`config.mk`:
```
export PLATFORM = sky130hd
export DESIGN_NAME = down_count_timer_flat
export DESIGN_NICKNAME = d
export VERILOG_FILES = /design/src/rtl/basics_pkg.sv /design/src/rtl/down_count_timer_if.sv /design/src/rtl/down_cnt_core.sv /design/src/rtl/down_count_timer.sv /design/src/flat_wrapper.sv
export SDC_FILE = /design/constraint.sdc
export NUM_CORES = 1
export LEC_CHECK = 0
export ABC_CLOCK_PERIOD_IN_PS = 1850
export CAP_MARGIN = 0
export CORE_UTILIZATION = 45
export DETAILED_ROUTE_END_ITERATION = 10
export PLACE_DENSITY = 0.72
export RECOVER_POWER = 25
export SLEW_MARGIN = 20
export SYNTH_ARGS = -nofsm -noshare
export SYNTH_HDL_FRONTEND = slang
export SYNTH_SLANG_ARGS = --single-unit
```
`constraint.sdc`:
```
create_clock -name clk -period 1.85 [get_ports clk]
set_clock_uncertainty 0.15 [all_clocks]
set_input_delay 0.2775 -clock clk [delete_from_list [all_inputs] [get_ports clk]]
set_output_delay 0.2775 -clock clk [all_outputs]
set_load 0.01 [all_outputs]
```
`src/rtl/basics_pkg.sv`:
```
// Shared definitions for the basics library: FSM state encoding and default widths.
package basics_pkg;

  localparam int DEFAULT_WIDTH = 4;

  typedef enum logic [1:0] {
    IDLE = 2'd0,
    RUN  = 2'd1,
    DONE = 2'd2
  } state_e;

endpackage

```
`src/rtl/down_count_timer_if.sv`:
```
// Control/status bundle for down_count_timer: the controller drives start/period/mode,
// the timer returns its registered count and status flags.
interface down_count_timer_if #(
  parameter int WIDTH = basics_pkg::DEFAULT_WIDTH
);

  logic             start;
  logic [WIDTH-1:0] load_val;
  logic             reload;
  logic             halt;
  logic [WIDTH-1:0] count;
  logic             busy;
  logic             tc;
  logic             done;

  modport master (
    output start, load_val, reload, halt,
    input  count, busy, tc, done
  );

  modport slave (
    input  start, load_val, reload, halt,
    output count, busy, tc, done
  );

endinterface

```
`src/rtl/down_cnt_core.sv`:
```
// Count register with load mux (external value or stored period) and a modulo
// decrementer; flags count==1 so the controller can act on the terminal edge.
module down_cnt_core #(
  parameter int WIDTH = basics_pkg::DEFAULT_WIDTH
) (
  input  logic             clk,
  input  logic             reset,
  input  logic             load,
  input  logic             dec,
  input  logic             sel_reload,
  input  logic [WIDTH-1:0] load_val,
  input  logic [WIDTH-1:0] period,
  output logic [WIDTH-1:0] count,
  output logic             is_one
);

  logic [WIDTH-1:0] count_d;
  logic [WIDTH-1:0] count_q;

  // 0 - 1 wraps to all-ones, which is what gives load_val=0 its 2^WIDTH period
  always_comb begin
    count_d = count_q;
    if (load) begin
      count_d = sel_reload ? period : load_val;
    end else if (dec) begin
      count_d = count_q - WIDTH'(1);
    end
  end

  always_ff @(posedge clk) begin
    if (reset) begin
      count_q <= '0;
    end else begin
      count_q <= count_d;
    end
  end

  assign count  = count_q;
  assign is_one = (count_q == WIDTH'(1));

endmodule

```
`src/rtl/down_count_timer.sv`:
```
// Loadable down-counter/timer: IDLE/RUN/DONE control, period register and
// registered tc/done/busy flags around the down_cnt_core datapath.
module down_count_timer
  import basics_pkg::*;
#(
  parameter int WIDTH = DEFAULT_WIDTH
) (
  input logic               clk,
  input logic               reset,
  down_count_timer_if.slave bus
);

  state_e           state_d, state_q;
  logic [WIDTH-1:0] period_d, period_q;
  logic             tc_d, tc_q;
  logic             busy_d, busy_q;
  logic             done_d, done_q;
  logic             load, dec, sel_reload;
  logic             is_one;
  logic [WIDTH-1:0] count;

  down_cnt_core #(.WIDTH(WIDTH)) u_core (
    .clk        (clk),
    .reset      (reset),
    .load       (load),
    .dec        (dec),
    .sel_reload (sel_reload),
    .load_val   (bus.load_val),
    .period     (period_q),
    .count      (count),
    .is_one     (is_one)
  );

  always_comb begin
    state_d    = state_q;
    period_d   = period_q;
    tc_d       = 1'b0;
    load       = 1'b0;
    dec        = 1'b0;
    sel_reload = 1'b0;
    case (state_q)
      RUN: begin
        // start outranks halt and the terminal edge, so a retrigger never emits tc
        if (bus.start) begin
          load     = 1'b1;
          period_d = bus.load_val;
        end else if (!bus.halt) begin
          if (is_one && bus.reload) begin
            load       = 1'b1;
            sel_reload = 1'b1;
            tc_d       = 1'b1;
          end else begin
            dec = 1'b1;
            if (is_one) begin
              tc_d    = 1'b1;
              state_d = DONE;
            end
          end
        end
      end
      default: begin
        if (bus.start) begin
          load     = 1'b1;
          period_d = bus.load_val;
          state_d  = RUN;
        end
      end
    endcase
    busy_d = (state_d == RUN);
    done_d = (state_d == DONE);
  end

  always_ff @(posedge clk) begin
    if (reset) begin
      state_q  <= IDLE;
      period_q <= '0;
      tc_q     <= 1'b0;
      busy_q   <= 1'b0;
      done_q   <= 1'b0;
    end else begin
      state_q  <= state_d;
      period_q <= period_d;
      tc_q     <= tc_d;
      busy_q   <= busy_d;
      done_q   <= done_d;
    end
  end

  assign bus.count = count;
  assign bus.tc    = tc_q;
  assign bus.busy  = busy_q;
  assign bus.done  = done_q;

endmodule

```
`src/flat_wrapper.sv`:
```
// flat-port wrapper written by rule: the top's interface ports become plain ports
module down_count_timer_flat import basics_pkg::*;
#(
  parameter int WIDTH = DEFAULT_WIDTH
)
  (clk, reset, bus_start, bus_load_val, bus_reload, bus_halt, bus_count, bus_busy, bus_tc, bus_done);
  down_count_timer_if #(.WIDTH(WIDTH)) bus_i ();
  input logic clk;
  input logic reset;
  input wire logic [$bits(bus_i.start)-1:0] bus_start;
  input wire logic [$bits(bus_i.load_val)-1:0] bus_load_val;
  input wire logic [$bits(bus_i.reload)-1:0] bus_reload;
  input wire logic [$bits(bus_i.halt)-1:0] bus_halt;
  output wire logic [$bits(bus_i.count)-1:0] bus_count;
  output wire logic [$bits(bus_i.busy)-1:0] bus_busy;
  output wire logic [$bits(bus_i.tc)-1:0] bus_tc;
  output wire logic [$bits(bus_i.done)-1:0] bus_done;
  assign bus_i.start = bus_start;
  assign bus_i.load_val = bus_load_val;
  assign bus_i.reload = bus_reload;
  assign bus_i.halt = bus_halt;
  assign bus_count = bus_i.count;
  assign bus_busy = bus_i.busy;
  assign bus_tc = bus_i.tc;
  assign bus_done = bus_i.done;
  down_count_timer #(.WIDTH(WIDTH)) u_core (.clk(clk), .reset(reset), .bus(bus_i));
endmodule
```
-- Word-level counts from Yosys, hierarchy flattened
Index checks and enable logic that the tools add are counted.
- $add $sub $neg: 1
- equality and inequality tests: 4
- multiplexer cells: 22
- bitwise gates (word level): 1
- reduce and logical (&&, ||, !) cells: 3
- operators with widths (operator ; count):
    two-way mux 1 bit ; 13
    two-way mux 2 bit ; 6
    two-way mux 4 bit ; 3
    equality test 2 x 1 -> 1 bit (second input constant) ; 2
    equality test 4 x 1 -> 1 bit (second input constant) ; 1
    OR reduction 4 bit ; 1
    subtractor 4 x 1 -> 4 bit (second input constant) ; 1
    equality test 2 bit (second input constant) ; 1
    nonzero test 2 bit ; 1
    logical AND 1 bit ; 1
    NOT 1 bit ; 1
- bits in registers: 13
- input port bits: 9
- output and inout port bits: 7
- logic and storage cells: 37

-- Depth between registers and ports, before layout
Gate-level depths: netlist (run 1).
- word-level depth: 8
- mapped depth: 7
- mapped depth without buffers: 6

-- Cells and area by module
Synthesis (run 1) repeated with hierarchy kept, for this count alone.
- cell total of the unflattened synthesis: 67
- area total of the unflattened synthesis: 701.9 sq um
- by module, submodules not included (module ; times used ; cells an instance ; area an instance (sq um) ; sequential area each (sq um)):
    down_count_timer ; 1 ; 38 ; 432.9 ; 180.2
    down_cnt_core ; 1 ; 29 ; 269.0 ; 80.1

-- Worst setup path before layout (run 1)
No wires, ideal clock.
- path type: register to register
- start: register u_core.u_core.count_q[1] (netlist: u_core.u_core.count[1])
- end: register u_core.u_core.count_q[2] (netlist: u_core.u_core.count[2])
- library setup time: 101 ps
- arrival time: 1407 ps
- data required time: 1599 ps
- slack: 192 ps
- stages on the path, launching flop included: 8
- path buffers: 1
- clock period less this slack: 1658 ps
- path through: dfxtp_1 inv_1 ha_1 nand4bb_1 buf_2 a211oi_1 or4_1 o41ai_1
- cells in the longest elaborated chain, start to end: 8
- elaborated cells between the ends (all ways): 17
- classes of those cells: 1 x add/sub; 1 x eq/ne; 13 x mux; 2 x reduce/logical
- RTL lines (what ; RTL line ; RTL):
    from (decl) ; down_cnt_core.sv:18 ; logic [WIDTH-1:0] count_q;
    from (signal assigned) ; down_cnt_core.sv:34 ; count_q <= count_d;
    equality test 4 x 1 -> 1 bit ; down_cnt_core.sv:39 ; assign is_one = (count_q == WIDTH'(1));
    logical AND 1 bit ; down_count_timer.sv:48 ; if (is_one && bus.reload) begin
    two-way mux 1 bit ; down_count_timer.sv:48 ;
    two-way mux 1 bit ; down_count_timer.sv:47 ; end else if (!bus.halt) begin
    two-way mux 1 bit ; down_count_timer.sv:44 ; if (bus.start) begin
    two-way mux 1 bit ; down_count_timer.sv:41 ; case (state_q)
    two-way mux 4 bit ; down_cnt_core.sv:24 ; count_d = sel_reload ? period : load_val;
    two-way mux 4 bit ; down_cnt_core.sv:23 ; if (load) begin
Parallel ways exist; a longest one is shown, timed or not. The select of a mux whose other input is x is not followed.
A chain may end at the register's enable or synchronous reset.

-- Worst setup path after layout (run 1)
- start: register u_core.u_core.count_q[2] (netlist: u_core.u_core.count[2])
- end: output port bus_count[2]
- RTL lines (what ; RTL line ; RTL):
    to (decl) ; flat_wrapper.sv:14 ; output wire logic [$bits(bus_i.count)-1:0] bus_count;
No word-level cell between the ends.

==> impl_results.md, run 1 <==
- Status: completed
- Layout cells sized above 1: 0.124
- Largest family of logic cells by synthesized area: simple AND/OR/NAND/NOR gates
- Hold Path Class: reg -> reg
- Layout area overhead: 37.2%
- WP buf/inv: 1
- Leak: 0.317 nW
- Max stage delay cell, worst path: clkdlybuf4s50_1
- Placed inst area: 805 sq um
- Worst hold endpoint: u_core.period_q[0]$_SDFFE_PP0P_
- Max Slew Vio Count: 0
- Core area: 0.00119 sq mm
- Critical path capture point type: output port
- Nets: slightly above 100
- Reg2reg setup slack: 200 ps
- Clk sinks: 13
- Crit Path Max Fanout: 6
- Crit path DAT: 1290 ps
- Mux cell area share after synthesis: 0.0327
- Post-route cell area: 840 sq um
- DRC Markers: 0
- All-layer global routing usage: 0.195
- Post-Synth Simple-Gate Area: 0.237
- Die Wd: 38.9 microns
- Req. time, crit path: 1420 ps
- Finished Layout Cells: 103
- Max-cap viol count: 0
- Fillers: 97
- R2R cell count: 5
- Slew @ Worst Pin: 288 ps
- Total CTS buffers: 3
- Cell count after placement: 99
- Post-Syn Nets: 79
- Yosys cell types: 30
- Top Ports: 16
- Die H: 38.9 microns
- First-pass GRT wire length: 1.95 mm
- Final ANT Viol Nets: 0
- First-pass iteration count of the detailed router: 4
- Crit path cell chain: clkdlybuf4s50_1
- Avg Cell Area, Syn: 9.00 sq um
- Detailed-route via count: 543
- Total gr overflow: 0
- Register bit count reported by yosys: 13
- Adder-Cell Fraction of Synth Area: 0.0409
- GR Layer Usage met2: 0.304
- WL per Instance: 12.0 microns
- Family with the most delay on the worst path: buffers and inverters
- Clock Tree Buf Depth: 2
- Total Wirelength: about 1.2 mm
- Largest net degree at the start of global routing: 12
- Setup-failing EPs final: 0
- Tcrit/Tclk final: 0.928
- H-tree levels: 1
- Rel. slew slack: 0.808
- Iter 0 DRT Violations: 8
- DIE AREA: about 0.0015 sq mm
- Tmin final: about 1700 ps
- Clk_lat worst skew: around 270 ps
- TritonCTS clock tree: done
- Max IR drop VDD: 483 uV
- Power Density: 712 mW/mm^2
- Ant. Diodes: 0
- Post-DP HPWL: 917 microns
- Clk slew on worst S/H paths: 80 ps
- Unrepaired setup endpoints after global routing: false
- Row count: 12
- Slowest stage delay, CP: 570 ps
- Clock root buffer: clkbuf_4
- XOR/XNOR Fraction of Synth Area: 0.0143
- IO Port Bufs: 15
- Hold Buf Count CTS: 0
- Gr busiest metal: met2
- Met3 Use GR: 0.0347
- Critical path class: reg -> out
- RD Place Congestion: approximately 0.81
- GR met1 Demand/Resource: 0.251
- Drt via density: 5.27
- RR Startpoint: u_core.u_core.count[0]$_SDFFE_PP0P_
- Hold Fails Final Rpt: 0
- R2r endpoint: u_core.u_core.count[0]$_SDFFE_PP0P_
- FMAX: 582 MHz
- Startpoint types: flop
- Mapped Area: 612 sq um
- Crit path from: u_core.u_core.count[2]$_SDFFE_PP0P_
- Vias in the first global route: about 490
- Stages on the worst setup path: 1
- Antenna violations before repair: 0
- Setup TNS: 0 ps
- Sequential fraction of the synthesis area: 0.425
- Cell count after synthesis: 68
- Post-synthesis compound-gate area fraction: 0.198
- Hold Startpoint: u_core.period_q[0]$_SDFFE_PP0P_
- Synth warn: 0
- Initial core utilization: 0.516
- Worst Hold Path Cells: 2
-- what timing repair did --
action | in CTS | in global routing
setup buffers | 0 | 0
setup endpoints to repair | 0 | 1
resized for setup | 0 | 1
-- how the worst max path moves through the flow --
stage / end / slack, ps
3_5_place_dp: u_core.u_core.count[2]$_SDFFE_PP0P_ / -8
2_1_floorplan: u_core.u_core.count[2]$_SDFFE_PP0P_ / 190
6_report: bus_count[2] / 130
5_1_grt: u_core.u_core.count[3]$_SDFFE_PP0P_ / 70
3_3_place_gp: u_core.u_core.count[3]$_SDFFE_PP0P_ / 40
4_1_cts: u_core.u_core.count[3]$_SDFFE_PP0P_ / 130
-- cell families (layout without fill, tap and decap cells) --
logic type               Yosys count  in the layout
AO/OA/AOI/OAI                     19             19
multiplexers                       2              2
adder cells (fa/ha/maj)            2              2
XOR/XNOR                           1              1
AND/OR/NAND/NOR                   23             23
flip-flops                        13             13
buffers and inverters              8             29
-- cell type report --
type                            instances  area, sq um  share of cell area
Clock buffer                            4         26.3              0.0313
Timing Repair Buffer                   20          180               0.215
Sequential cell                        13          260               0.310
Inverter                                5         18.8              0.0224
Multi-Input combinational cell         47          337               0.401
Tap cell                               14         17.5              0.0209
-- cell usage after synthesis --
master     number  area share
nor2_1          6       0.037
and2b_2         1       0.014
and4_2          1       0.016
nand2_1         5       0.031
a31oi_1         1       0.010
a221oi_1        2       0.029
a21oi_1         6       0.049
or4_1           1       0.012
clkbuf_1        2       0.012
nand4bb_1       1       0.018
xnor2_1         1       0.014
nor3_1          1      0.0082
a211oi_1        2       0.025
or3b_1          1       0.014
o22ai_1         1       0.010
a21o_1          1       0.012
o41ai_1         1       0.014
dfxtp_1        13        0.43
o211ai_1        1       0.012
nand4b_1        1       0.014
nand2b_1        2       0.020
and2_1          1       0.010
a21boi_0        1       0.012
inv_1           5       0.031
or2_2           1       0.010
buf_2           1      0.0082
mux2i_1         2       0.033
nor3b_4         1       0.031
ha_1            2       0.041
o21ai_0         3       0.025
-- per-layer routing --
metal / vias to the layer above / share of wire / wire (microns)
met1: 244 / 0.51 / 631
met4: 0 / 0.0081 / 10
met2: 13 / 0.46 / 564
li1: 284 / - / -
met5: - / 0 / 0
met3: 2 / 0.026 / 32
-- cell usage in the layout, fill, tap and decap left out, types with 2 or more instances in the layout --
cell,n
clkbuf_1,3
a21oi_1,6
dfxtp_1,13
clkdlybuf4s50_1,14
nand2_1,5
nand2b_1,2
ha_1,2
buf_4,3
a221oi_1,2
a211oi_1,2
nor2_1,6
mux2i_1,2
o21ai_0,3
clkbuf_4,3
inv_1,5
-- sequential cells by signal, indices dropped and copies added (netlist names) --
| register | count |
|---|---|
| u_core.bus.done | 1 |
| u_core.period_q | 4 |
| u_core.u_core.count | 4 |
| u_core.state_q | 2 |
| u_core.bus.busy | 1 |
| u_core.bus.tc | 1 |
-- per-stage QoR --
step	util	worst slack, ps	hold WS [ps]	power (W)
finish	0.708	132	321	0.000598
global placement	0.678	38.0	309	0.000424
CTS	0.700	130	327	0.000603
detailed placement	0.678	-8.48	313	0.000426
global route	0.708	74.1	351	0.000625
floorplan	-	192	268	0.000371
-- power breakdown --
part	total, W	switching [W]	internal, W
Combinational	0.000113	0.0000475	0.0000651
Sequential	0.000309	0.0000138	0.000295
Clock	0.000177	0.0000932	0.0000834
Power figures use the tool's default switching activity.
==> run 2: changes to the inputs <==
--- a/config.mk
+++ b/config.mk
@@ -11,6 +11,7 @@
 export DETAILED_ROUTE_END_ITERATION = 10
 export PLACE_DENSITY = 0.72
 export RECOVER_POWER = 25
+export SETUP_SLACK_MARGIN = 0.3
 export SLEW_MARGIN = 20
 export SYNTH_ARGS = -nofsm -noshare
 export SYNTH_HDL_FRONTEND = slang
==> run 2 against run 1 <==
- combinational power is 9% higher
- register-to-register slack better by 140 ps
- critical path depth is 3 higher
- utilization is 4.6 points higher
- maximum frequency is 8.3% higher
- die area stayed put
- largest cell class unchanged
- setup slack better by 130 ps
- sequential share of layout area is 1.1 points lower
- clock power is 3% higher
==> impl_results.md, run 2 (same netlist as run 1, synthesis figures left out) <==
- Total gr overflow: 0 (unchanged)
- Final core utilization: 0.754 (+0.0464)
- Power Density: 689 mW/mm^2 (-3.3%)
- Antenna violations before repair: 0 (unchanged)
- Crit Path Max Fanout: 11 (+5)
- TritonCTS clock tree: done
- Row count: 12 (unchanged)
- Die H: 38.9 microns (unchanged)
- Share of power burned in registers: 0.504 (-0.012)
- H-tree levels: 1 (unchanged)
- Hold Path Class: reg -> reg
- Nets: 103 (+2.0%)
- Clk_lat worst skew: 290 ps (+20 ps)
- First-pass GRT wire length: 2.13 mm (+9.2%)
- Crit path DAT: 1620 ps (+330 ps)
- Clock root buffer: clkbuf_4
- Largest net degree at the start of global routing: 12 (unchanged)
- First-pass iteration count of the detailed router: 4 (unchanged)
- Unrepaired setup endpoints after global routing: true
- Clock Tree Buf Depth: 2 (unchanged)
- Clk slew on worst S/H paths: 80 ps (about the same)
- Max stage delay cell, worst path: clkdlybuf4s50_1
- Area of the multi-input gates: 368 sq um (+9.3%)
- FMAX: 630 MHz (+8.3%)
- Req. time, crit path: 1890 ps (+470 ps)
- DRC Markers: 0 (unchanged)
- Leak: 0.373 nW (+18%)
- Iter 0 DRT Violations: 6 (-2)
- Post-route cell area: 895 sq um (+6.6%)
- Max Slew Vio Count: 0 (unchanged)
- Detailed-route via count: 567 (+4.4%)
- Total Wirelength: 1.38 mm (+11%)
- Critical path capture point type: flop
- Family with the most delay on the worst path: buffers and inverters
- Register Area: 268 sq um (+2.9%)
- Layout cells sized above 1: 0.264 (+0.140)
- Rel. slew slack: 0.627 (-0.181)
- Setup-failing EPs final: 0 (unchanged)
- Top Ports: 16 (unchanged)
- RD Place Congestion: 0.752 (-7.1%)
- Slowest stage delay, CP: 470 ps (-100 ps)
- Startpoint types: input port
- Max-cap viol count: 0 (unchanged)
- Tmin final: 1590 ps (-132 ps)
- Setup TNS: 0 ps (unchanged)
- RR Startpoint: u_core.u_core.count[0]$_SDFFE_PP0P_
- WL per Instance: 13.1 microns (+9.3%)
- Clock network power share: 0.296 (about the same)
- Most frequent cells in the layout: dfxtp_1, dlygate4sd2_1, nor2_1, a21oi_1, clkdlybuf4s50_1
- Fin Hold WS: 326 ps (+5.07 ps)
- Hold Buf Count CTS: 0 (unchanged)
- Core area: 0.00119 sq mm (unchanged)
- Status: completed
- Layout area overhead: 46.2%
- DIE AREA: 0.00151 sq mm (unchanged)
- Fillers: 101 (+4.1%)
- Critical path class: in -> reg
- Clk sinks: 13 (unchanged)
- Psw: 0.000167 W (+8.3%)
- Crit path from: reset
- Vias in the first global route: 509 (+4.9%)
- Die Wd: 38.9 microns (unchanged)
- Max IR drop VDD: 631 uV (+31%)
- Initial core utilization: 0.516 (unchanged)
- Crit path cell chain: clkdlybuf4s50_1, clkbuf_1, nor2_1, and4_2
- Placed inst area: 807 sq um (+0.31%)
- Most common cell after layout, fill and taps aside: dfxtp_1
- Combinational share of power: 0.200 (+0.012)
- Post-DP HPWL: 936 microns (+2.1%)
- Switching share of power: 0.272 (+0.0134)
- Hold Startpoint: u_core.period_q[0]$_SDFFE_PP0P_
- Ant. Diodes: 0 (unchanged)
- Final ANT Viol Nets: 0 (unchanged)
- Drt via density: 5.40 (+2.4%)
- Tcrit/Tclk final: 0.857 (-0.0711)
- WP buf/inv: 2 (+1)
- All-layer global routing usage: 0.216 (+0.0215)
- IO Port Bufs: 15 (unchanged)
- Total CTS buffers: 3 (unchanged)
- Slew @ Worst Pin: 559 ps (+271 ps)
- Hold Fails Final Rpt: 0 (unchanged)
- Pint: 0.000449 W (+1.1%)
[run 2: per-stage QoR]
stage,setup WS (ps),std cells,power [W]
floorplan,250,68,0.000372
global route,157,105,0.000645
CTS,199,104,0.000612
finish,264,105,0.000616
detailed placement,-10.6,99,0.000428
global placement,21.8,99,0.000425
[run 2: layout make-up]
type | instances | share of cell area
timing repair buffer | 22 | 0.220
inverter | 5 | 0.0210
tap | 14 | 0.0196
clock buffer | 4 | 0.0294
multi-input combinational | 47 | 0.411
sequential | 13 | 0.299
[run 2: timing repair]
action                     in CTS  in global routing
pin swaps                       1                  4
cloned                          0                  0
setup buffers                   1                  1
hold endpoints to repair        0                  0
setup endpoints to repair      10                  5
gates resized for setup        14                  7
[run 2: tightest hold or removal path: cells and delay by family (launching register included)]
family / cells / cell delay, ps
flip-flops: 1 / 320
AND/OR/NAND/NOR: 1 / 60
AO/OA/AOI/OAI: 1 / 60
[run 2: final timing paths]
check                                                           end  slack [ps]  depth (start not counted)
worst min register to register      u_core.period_q[0]$_SDFFE_PP0P_         330                          2
worst min-delay path                u_core.period_q[0]$_SDFFE_PP0P_         330                          2
worst max register to register  u_core.u_core.count[2]$_SDFFE_PP0P_         340                          6
worst max-delay path                       u_core.bus.tc$_SDFF_PP0_         260                          4
[run 2: power groups by stage]
| stage | Combinational [W] | Sequential [W] | Clock, W |
|---|---|---|---|
| floorplan | 0.0000545 | 0.000317 | 0 |
| global placement | 0.000110 | 0.000316 | 0 |
| detailed placement | 0.000111 | 0.000316 | 0 |
| CTS | 0.000115 | 0.000312 | 0.000186 |
| global route | 0.000136 | 0.000313 | 0.000197 |
| finish | 0.000123 | 0.000310 | 0.000182 |
[run 2: metal layers]
metal,part of all wire,up-vias,GRT usage
li1,-,292,-
met1,0.47,250,0.283
met2,0.46,20,0.304
met3,0.042,5,0.0520
met4,0.030,0,0.155
met5,0,-,0
